--- config.mk ---
export PLATFORM = sky130hd
export DESIGN_NAME = uart_rx_param
export DESIGN_NICKNAME = d
export VERILOG_FILES = /design/src/rtl/uart_pkg.sv /design/src/rtl/uart_rx_fifo.sv /design/src/rtl/uart_rx_param.sv
export SDC_FILE = /design/constraint.sdc
export NUM_CORES = 1
export LEC_CHECK = 0
export ABC_AREA = 0
export CORE_ASPECT_RATIO = 0.7
export CORE_MARGIN = 10
export CORE_UTILIZATION = 55
export CTS_CLUSTER_SIZE = 12
export DETAILED_ROUTE_END_ITERATION = 6
export PLACE_DENSITY = 0.84
export SYNTH_ARGS = -nofsm -noshare
export SYNTH_HDL_FRONTEND = slang
export SYNTH_SLANG_ARGS = --single-unit
--- constraint.sdc ---
create_clock -name baud_clk -period 2.3 [get_ports baud_clk]
set_input_delay 0.345 -clock baud_clk [delete_from_list [all_inputs] [get_ports baud_clk]]
set_output_delay 0.345 -clock baud_clk [all_outputs]
set_load 0.03 [all_outputs]
--- src/rtl/uart_pkg.sv ---
// Shared types and helpers for the parametrised UART receiver.
// Holds the receive FSM state encoding, the parity-mode constants and a constant log2 helper.
package uart_pkg;

    typedef enum logic [2:0] {
        ST_IDLE,
        ST_START,
        ST_DATA,
        ST_PARITY,
        ST_STOP
    } rx_state_t;

    localparam logic PAR_MODE_EVEN = 1'b0;
    localparam logic PAR_MODE_ODD  = 1'b1;

    // Ceiling log2, used to size counters and FIFO pointers at elaboration.
    function automatic int clog2(input int value);
        int r;
        r = 0;
        while ((1 << r) < value) r++;
        return r;
    endfunction

endpackage

--- src/rtl/uart_rx_fifo.sv ---
// Synchronous FIFO holding received frames as {parity_err, stop_err, data}.
// Pointers carry one extra MSB so full and empty can be told apart.
module uart_rx_fifo
    import uart_pkg::*;
#(
    parameter int WIDTH = 10,
    parameter int DEPTH = 4
) (
    input  logic             clk,
    input  logic             reset,
    input  logic             push,
    input  logic             pop,
    input  logic [WIDTH-1:0] din,
    output logic [WIDTH-1:0] dout,
    output logic             full,
    output logic             empty
);

    localparam int AW = clog2(DEPTH);

    logic [WIDTH-1:0] mem [DEPTH];
    logic [AW:0]      wr_ptr;
    logic [AW:0]      rd_ptr;
    logic             do_push;
    logic             do_pop;

    assign empty   = (wr_ptr == rd_ptr);
    assign full    = (wr_ptr[AW] != rd_ptr[AW]) && (wr_ptr[AW-1:0] == rd_ptr[AW-1:0]);
    // A pop in the same cycle frees the slot, so a full FIFO still accepts the push.
    assign do_push = push && (!full || pop);
    assign do_pop  = pop && !empty;
    assign dout    = mem[rd_ptr[AW-1:0]];

    always_ff @(posedge clk or posedge reset) begin
        if (reset) begin
            wr_ptr <= '0;
            rd_ptr <= '0;
        end else begin
            if (do_push) wr_ptr <= wr_ptr + 1'b1;
            if (do_pop)  rd_ptr <= rd_ptr + 1'b1;
        end
    end

    always_ff @(posedge clk) begin
        if (do_push) mem[wr_ptr[AW-1:0]] <= din;
    end

endmodule

--- src/rtl/uart_rx_param.sv ---
// Parametrised oversampling UART receiver with glitch-start rejection, optional parity,
// 1-2 stop bits and an output FIFO drained through a valid/ready handshake.
module uart_rx_param
    import uart_pkg::*;
#(
    parameter int DATA_BITS  = 8,
    parameter int OVERSAMPLE = 16,
    parameter int PARITY_EN  = 1,
    parameter int PARITY_ODD = 0,
    parameter int STOP_BITS  = 1,
    parameter int FIFO_DEPTH = 4
) (
    input  logic                 baud_clk,
    input  logic                 reset,
    input  logic                 rx_inp,
    output logic [DATA_BITS-1:0] data_out,
    output logic                 data_valid,
    input  logic                 data_ready,
    output logic                 parity_error,
    output logic                 stop_error,
    output logic                 overrun
);

    localparam int CW     = clog2(OVERSAMPLE);
    localparam int BW     = clog2(DATA_BITS + 1);
    localparam int WORD_W = DATA_BITS + 2;

    localparam logic [CW-1:0] HALF_LAST = CW'(OVERSAMPLE / 2 - 1);
    localparam logic [CW-1:0] BIT_LAST  = CW'(OVERSAMPLE - 1);
    localparam logic [BW-1:0] LAST_DATA = BW'(DATA_BITS - 1);
    localparam logic [BW-1:0] LAST_STOP = BW'(STOP_BITS - 1);
    localparam logic          PAR_MODE  = (PARITY_ODD != 0) ? PAR_MODE_ODD : PAR_MODE_EVEN;

    rx_state_t            state, state_n;
    logic                 rx_meta, rxs;
    logic [CW-1:0]        cnt, cnt_n;
    logic [BW-1:0]        bit_cnt, bit_n;
    logic [DATA_BITS-1:0] shift, shift_n;
    logic                 perr, perr_n;
    logic                 serr, serr_n;
    logic                 need_high, need_high_n;
    logic                 push;
    logic                 pop;
    logic                 fifo_full;
    logic                 fifo_empty;
    logic [WORD_W-1:0]    head;

    // Synchroniser presets to the idle-high line level so reset never looks like a start bit.
    always_ff @(posedge baud_clk or posedge reset) begin
        if (reset) begin
            rx_meta <= 1'b1;
            rxs     <= 1'b1;
        end else begin
            rx_meta <= rx_inp;
            rxs     <= rx_meta;
        end
    end

    always_ff @(posedge baud_clk or posedge reset) begin
        if (reset) begin
            state     <= ST_IDLE;
            cnt       <= '0;
            bit_cnt   <= '0;
            shift     <= '0;
            perr      <= 1'b0;
            serr      <= 1'b0;
            need_high <= 1'b0;
        end else begin
            state     <= state_n;
            cnt       <= cnt_n;
            bit_cnt   <= bit_n;
            shift     <= shift_n;
            perr      <= perr_n;
            serr      <= serr_n;
            need_high <= need_high_n;
        end
    end

    // need_high blocks a new start after a frame whose last stop sample was low (line break).
    always_comb begin
        state_n     = state;
        cnt_n       = cnt;
        bit_n       = bit_cnt;
        shift_n     = shift;
        perr_n      = perr;
        serr_n      = serr;
        need_high_n = need_high && !rxs;
        push        = 1'b0;
        case (state)
            ST_IDLE: begin
                if (!rxs && !need_high) begin
                    state_n = ST_START;
                    cnt_n   = '0;
                end
            end
            ST_START: begin
                if (cnt == HALF_LAST) begin
                    cnt_n   = '0;
                    bit_n   = '0;
                    perr_n  = 1'b0;
                    serr_n  = 1'b0;
                    state_n = rxs ? ST_IDLE : ST_DATA;
                end else begin
                    cnt_n = cnt + 1'b1;
                end
            end
            ST_DATA: begin
                if (cnt == BIT_LAST) begin
                    cnt_n   = '0;
                    shift_n = {rxs, shift[DATA_BITS-1:1]};
                    if (bit_cnt == LAST_DATA) begin
                        bit_n   = '0;
                        state_n = (PARITY_EN != 0) ? ST_PARITY : ST_STOP;
                    end else begin
                        bit_n = bit_cnt + 1'b1;
                    end
                end else begin
                    cnt_n = cnt + 1'b1;
                end
            end
            ST_PARITY: begin
                if (cnt == BIT_LAST) begin
                    cnt_n   = '0;
                    perr_n  = (((^shift) ^ rxs) != PAR_MODE);
                    state_n = ST_STOP;
                end else begin
                    cnt_n = cnt + 1'b1;
                end
            end
            ST_STOP: begin
                if (cnt == BIT_LAST) begin
                    cnt_n  = '0;
                    serr_n = serr | !rxs;
                    if (bit_cnt == LAST_STOP) begin
                        bit_n       = '0;
                        push        = 1'b1;
                        need_high_n = !rxs;
                        state_n     = ST_IDLE;
                    end else begin
                        bit_n = bit_cnt + 1'b1;
                    end
                end else begin
                    cnt_n = cnt + 1'b1;
                end
            end
            default: state_n = ST_IDLE;
        endcase
    end

    assign pop     = data_valid && data_ready;
    assign overrun = push && fifo_full && !pop;

    uart_rx_fifo #(
        .WIDTH (WORD_W),
        .DEPTH (FIFO_DEPTH)
    ) u_fifo (
        .clk   (baud_clk),
        .reset (reset),
        .push  (push),
        .pop   (pop),
        .din   ({perr, serr_n, shift}),
        .dout  (head),
        .full  (fifo_full),
        .empty (fifo_empty)
    );

    // Outputs are forced to zero while empty so the unreset storage never leaks out.
    assign data_valid   = !fifo_empty;
    assign data_out     = data_valid ? head[DATA_BITS-1:0] : '0;
    assign stop_error   = data_valid && head[DATA_BITS];
    assign parity_error = data_valid && head[DATA_BITS+1];

endmodule

==> results.sh, run 1 <==
export IMPL_synth_net_count=232
export IMPL_pwr_share_clk_pct=22.1
export IMPL_synth_edff_count=40
export IMPL_period_minus_slack_ns=2.23
export IMPL_path_cells="buf_4 > mux4_2 > and2_1 > clkdlybuf4s15_2"
export IMPL_routed_via_count=1881
export IMPL_synth_seq_area_share_pct=60.4
export IMPL_drive_gt1_share_pct=29.3
export IMPL_worstSkewPairLatency_ns=0.34
export IMPL_syn_avg_cell_area_um2=14.7
export IMPL_max_freq_mhz=449
export IMPL_placed_area_mm2=0.00354
export IMPL_first_pass_iters=4
export IMPL_final_hold_violation_count=0
export IMPL_area_growth_pct=15.6
export IMPL_viasPerCell=5.68
export IMPL_start_util_pct=56.5
export IMPL_gp_congestion=0.810
export IMPL_wl_mm=5.70
export IMPL_outcome="complete, no violations"
export IMPL_period_share_pct=96.9
export IMPL_synth_async_reset_ratio_pct=42.9
export IMPL_synth_most_common_cell="edfxtp_1"
export IMPL_regArea_mm2=0.00195
export IMPL_dieArea_mm2=0.00940
export IMPL_ys_flop_type="edfxtp_1"
export IMPL_min_path_type="reg2reg"
export IMPL_antenna_found_initial=0
export IMPL_fin_util_pct=65.3
export IMPL_synth_top_area_share_pct=37.1
export IMPL_gr_total_overflow=0
export IMPL_yosys_area_top_type="edfxtp_1"
export IMPL_grt_use_total_pct=13.1
export IMPL_swShare_pct=35.4
export IMPL_skew_ns=0.00611
export IMPL_cellLeakagePower_nw=1.47
export IMPL_ioPinCount=16
export IMPL_worst_setup_path_end_kind="primary output"
export IMPL_synth_top_cells_by_area="edfxtp_1 (37%), dfrtp_1 (22%), mux4_2 (7.0%), mux2_2 (3.8%), ha_1 (3.1%)"
export IMPL_grt_pass1_wl_mm=10.0
export IMPL_tightest_slew_ns=0.436
export IMPL_start_kind="register"
export IMPL_cts_tree="built"
export IMPL_cp_max_fo=7
export IMPL_yosys_warnings=0
export IMPL_htree_levels=3
export IMPL_core_area_mm2=0.00573
export IMPL_grt_start_max_net_pins=31
export IMPL_drv_slew=0
export IMPL_routedWlPerCell_um=17.2
export IMPL_max_cap_viol_count=0
export IMPL_cts_buffers=9
export IMPL_portBuffers=15
export IMPL_clk_pin_slew_worst_paths_ns=0.07
export IMPL_fp_dieW_um=112
export IMPL_synthCells=220
export IMPL_required_ns=1.96
export IMPL_ctsLongestPathBuffers=2
export IMPL_setup_viol=0
export IMPL_switching_power_w=0.00138
export IMPL_p_comb_share_pct=39.0
export IMPL_syn_area_mm2=0.00324
export IMPL_ant_nets=0
export IMPL_place_inst=312
export IMPL_powerDensity_mw_per_mm2=1040
export IMPL_drcViolationCount=0
export IMPL_critPathKind="reg2out"
export IMPL_cts_sinks=70
export IMPL_cts_root_buffer="clkbuf_8"
export IMPL_design_area_mm2=0.00374
export IMPL_diodes=0
export IMPL_first_global_vias=1929
export IMPL_synth_common_cells="edfxtp_1 (40), dfrtp_1 (28), and2_1 (11), mux2_2 (11)"
export IMPL_num_rows=23
export IMPL_ys_ff_latch=70
export IMPL_cp_slowest_stage_delay_ns=0.51
export IMPL_die_h_um=84.2
export IMPL_fill_cells=404
export IMPL_path_delay_family="multiplexers"
export IMPL_slowest_stage="mux4_2"
export IMPL_drtIter0Drc=112
export IMPL_relSlewSlack_pct=70.9
export IMPL_p_int_w=0.00251
export IMPL_crit_buf_inv=2
export IMPL_vdd_drop_max_v=0.000410
export IMPL_place_hpwl_mm=4.02
export IMPL_ys_types=48
export IMPL_layout_nets=263
export IMPL_multi_input_area_mm2=0.00122
export IMPL_seqPwrFrac_pct=38.9
export IMPL_stdcell_count=331
export IMPL_rsz0062_at_grt="yes"
export IMPL_hold_ws_ns=0.360
export IMPL_arrival_ns=1.88
==> layer usage <==
metal  track usage, %  vias up  wire length (um)
met5                0        -                 0
met4             3.14        0                45
met3             5.90        6               374
met2             19.8       49              2710
met1             16.8      946              2570
li1                 -      880                 -
==> cells in the final DEF (no fill, tap or decap), types with 7 or more instances in the layout <==
cell type,count
edfxtp_1,40
dfrtp_1,28
buf_4,13
mux2_2,11
and2_1,11
nand3_1,10
o21ai_0,10
mux4_2,10
xnor2_1,9
clkbuf_8,9
nand2_1,8
ha_1,8
inv_1,7
clkdlybuf4s15_2,7
==> sequential cells by signal, indices dropped and copies added, names as in the netlist <==
register       cells
serr               1
state              3
u_fifo.wr_ptr      3
rxs                1
cnt                4
bit_cnt            4
rx_meta            1
u_fifo.mem        40
perr               1
u_fifo.rd_ptr      3
need_high          1
shift              8
==> metrics by stage <==
step / power (W) / TNS [ns] / worst slack, ns
floorplan: 0.00261 / 0 / 0.176
global placement: 0.00305 / 0 / 0.0989
finish: 0.00389 / 0 / 0.0714
detailed placement: 0.00310 / 0 / 0.0472
CTS: 0.00393 / 0 / 0.000113
global route: 0.00414 / -0.0338 / -0.0142
==> final cells by class <==
class                      count  share of cell area (%)
inverter                       7                   0.702
clock inverter                 7                    1.34
timing repair buffer          29                    7.29
tap                           75                    2.51
sequential                    70                    52.2
multi-input combinational    134                    32.6
clock buffer                   9                    3.31
==> logic make-up after synthesis <==
logic type	synth area share, %
xor gates and xnor gates	4.99
AOI/OAI and AO/OA	6.11
buffers and inverters	2.20
adders and majority gates	3.09
and+or+nand+nor	12.4
DFF	60.4
muxes	10.8
==> what timing repair did <==
item / 4_1_cts / 5_1_grt
endpoints found under the setup margin: 11 / 21
setup buffers: 1 / 2
hold buffers: 0 / 0
resized for setup: 27 / 7
pin swaps: 1 / 2
==> final timing paths <==
path,from,end,slack [ns],cells past startpoint
worst max-delay path,u_fifo.rd_ptr[0]$_DFFE_PP0P_,data_out[0],0.07,4
worst min-delay path,rx_meta$_DFF_PP1_,rxs$_DFF_PP1_,0.36,0
worst max register to register,bit_cnt[0]$_DFFE_PP0P_,u_fifo.mem[2][2]$_DFFE_PP_,0.14,6
worst min register to register,rx_meta$_DFF_PP1_,rxs$_DFF_PP1_,0.36,0
max in group asynchronous,reset,rxs$_DFF_PP1_,1.58,3
min in group asynchronous,reset,u_fifo.wr_ptr[1]$_DFFE_PP0P_,0.39,3
==> power groups by stage <==
stage	Clock [W]	Sequential (W)	Combinational, W
finish	0.000859	0.00151	0.00152
detailed placement	0	0.00154	0.00156
CTS	0.000888	0.00151	0.00153
global route	0.000955	0.00152	0.00166
global placement	0	0.00153	0.00152
floorplan	0	0.00149	0.00111
Power figures use the tool's default switching activity.
==> inputs of run 2 (changes only) <==
- GPL_ROUTABILITY_DRIVEN: unset -> 0
==> results of run 2 <==
Final layout, timing and power as in run 1 (identical DEF).
==> inputs of run 3 (changes only) <==
- CORE_UTILIZATION: 55 -> 45
- PLACE_DENSITY: 0.84 -> 0.73
- SLEW_MARGIN: unset -> 30
- clock period: 2.3 -> 2.7 ns (I/O delays scaled with it)
==> run 3 against run 2 <==
  * Sequential power shrank 14%
  * Final cell count up 4.5%
  * Combinational power decreased by 15%
  * Worst setup slack gained 0.045 ns
  * Routed wire length is 4.6% lower
  * Clock skew rose by 0.0040 ns
  * Via count is 3.1% lower
  * Non-clock buffer count is 4 lower
  * Worst hold slack worse by 0.0011 ns
  * Sequential share of layout area rose by 0.11 points
  * Clock-buffer cell count up 1
  * Highest routed layer unchanged
==> results.sh, run 3 (synthesized netlist as in run 1, its figures left out) <==
export IMPL_gr_total_overflow=0
export IMPL_core_area_mm2=0.00688
export IMPL_cellLeakagePower_nw=1.45
export IMPL_vdd_drop_max_v=0.000551
export IMPL_met2_usage_pct=14.7
export IMPL_drv_slew=0
export IMPL_final_cell_mix="edfxtp_1 (40), dfrtp_1 (28), clkdlybuf4s50_1 (14)"
export IMPL_tightest_slew_ns=0.729
export IMPL_first_pass_iters=5
export IMPL_tns_ns=0
export IMPL_relSlewSlack_pct=51.4
export IMPL_min_path_type="reg2reg"
export IMPL_switching_power_w=0.00116
export IMPL_routed_via_count=1823
export IMPL_antenna_found_initial=0
export IMPL_viasPerCell=5.27
export IMPL_pre_cts_ws_ns=0.219
export IMPL_outcome="complete, no violations"
export IMPL_max_cap_viol_count=0
export IMPL_arrival_ns=2.18
export IMPL_regArea_mm2=0.00195
export IMPL_busiest_layer="met1"
export IMPL_portBuffers=15
export IMPL_grt_pass1_wl_mm=9.19
export IMPL_dieArea_mm2=0.0110
export IMPL_largest_reg_flops=40
export IMPL_max_freq_mhz=387
export IMPL_design_area_mm2=0.00373
export IMPL_diodes=0
export IMPL_required_ns=2.30
export IMPL_start_util_pct=47.0
export IMPL_skew_ns=0.0102
export IMPL_clk_pin_slew_worst_paths_ns=0.08
export IMPL_ant_nets=0
export IMPL_p_int_w=0.00226
export IMPL_drive_gt1_share_pct=23.0
export IMPL_worstSkewPairLatency_ns=0.33
export IMPL_fill_cells=578
export IMPL_drcViolationCount=0
export IMPL_final_common_cell="edfxtp_1"
export IMPL_drtIter0Drc=120
export IMPL_rsz0062_at_grt="no"
export IMPL_stdcell_count=346
export IMPL_routedWlPerCell_um=15.7
export IMPL_pwr_share_clk_pct=24.4
export IMPL_grt_start_max_net_pins=20
export IMPL_worst_setup_path_end_kind="primary output"
export IMPL_powerDensity_mw_per_mm2=915
export IMPL_grt_use_total_pct=10.5
export IMPL_ctsLongestPathBuffers=2
export IMPL_setup_viol=0
export IMPL_grt_use_met1_pct=14.7
export IMPL_start_kind="register"
export IMPL_cts_tree="built"
export IMPL_final_hold_violation_count=0
export IMPL_place_inst=329
export IMPL_period_minus_slack_ns=2.58
export IMPL_htree_levels=3
export IMPL_grt_util_met3_pct=4.02
export IMPL_cts_buffers=9
export IMPL_layout_nets=259
export IMPL_place_hpwl_mm=3.71
export IMPL_swShare_pct=33.9
export IMPL_area_growth_pct=15.4
export IMPL_first_global_vias=1732
export IMPL_ioPinCount=16
export IMPL_num_rows=25
export IMPL_fin_ws_ns=0.117
export IMPL_critPathKind="reg2out"
export IMPL_fin_util_pct=54.3
export IMPL_p_comb_share_pct=37.6
export IMPL_fp_dieW_um=121
export IMPL_wl_mm=5.44
export IMPL_period_share_pct=95.7
export IMPL_cp_max_fo=13
export IMPL_cts_root_buffer="clkbuf_8"
export IMPL_cts_sinks=70
export IMPL_ctsHoldBuffers=0
export IMPL_seqPwrFrac_pct=38.0
export IMPL_placed_area_mm2=0.00353
export IMPL_die_h_um=91.0
export IMPL_multi_input_area_mm2=0.00121
==> run 3: power groups by stage <==
| stage | clock network, W | logic [W] | registers (W) |
|---|---|---|---|
| after global routing | 0.000909 | 0.00140 | 0.00131 |
| after floorplan | 0 | 0.000949 | 0.00127 |
| final | 0.000834 | 0.00129 | 0.00130 |
| after CTS | 0.000860 | 0.00130 | 0.00130 |
| after global placement | 0 | 0.00128 | 0.00131 |
| after detailed placement | 0 | 0.00129 | 0.00132 |
==> run 3: path summary, 6_finish.rpt <==
kind	start	endpoint	slack [ns]	depth (start not counted)
worst max-delay path	u_fifo.rd_ptr[0]$_DFFE_PP0P_	data_out[6]	0.12	4
worst min register to register	rx_meta$_DFF_PP1_	rxs$_DFF_PP1_	0.36	0
worst max register to register	bit_cnt[0]$_DFFE_PP0P_	u_fifo.mem[1][7]$_DFFE_PP_	0.40	6
max in group asynchronous	reset	cnt[1]$_DFFE_PP0P_	1.63	3
min in group asynchronous	reset	perr$_DFFE_PP0P_	0.49	2
worst min-delay path	rx_meta$_DFF_PP1_	rxs$_DFF_PP1_	0.36	0
==> run 3: cell type report <==
| cell class | count | share of cell area (%) |
|---|---|---|
| Tap cell | 94 | 3.15 |
| Sequential cell | 70 | 52.3 |
| Clock inverter | 6 | 1.88 |
| Clock buffer | 10 | 3.42 |
| Multi-Input combinational cell | 134 | 32.4 |
| Inverter | 7 | 0.704 |
| Timing Repair Buffer | 25 | 6.10 |
==> run 3: layer usage <==
metal	vias to the layer above	part of all wire, %
li1	876	-
met1	905	49
met2	40	45
met3	2	5.3
met4	0	0.46
met5	-	0
==> run 3: stage by stage <==
stage | hold WS, ns | total power, W
2_1_floorplan | 0.345 | 0.00222
3_3_place_gp | 0.346 | 0.00259
3_5_place_dp | 0.347 | 0.00261
4_1_cts | 0.359 | 0.00346
5_1_grt | 0.365 | 0.00362
6_report | 0.358 | 0.00342
==> run 3: timing repair <==
item | in CTS | in global routing
buffers inserted | 1 | 0
gates resized for setup | 1 | 1
endpoints found under the setup margin | 11 | 10
pin swaps | 1 | 0
==> run 3: worst max-delay path: stages (launching register included) <==
cell and delay, ns:
dfrtp_1 0.34, buf_6 0.20, mux4_2 0.54, and2_1 0.17, clkdlybuf4s50_1 0.58
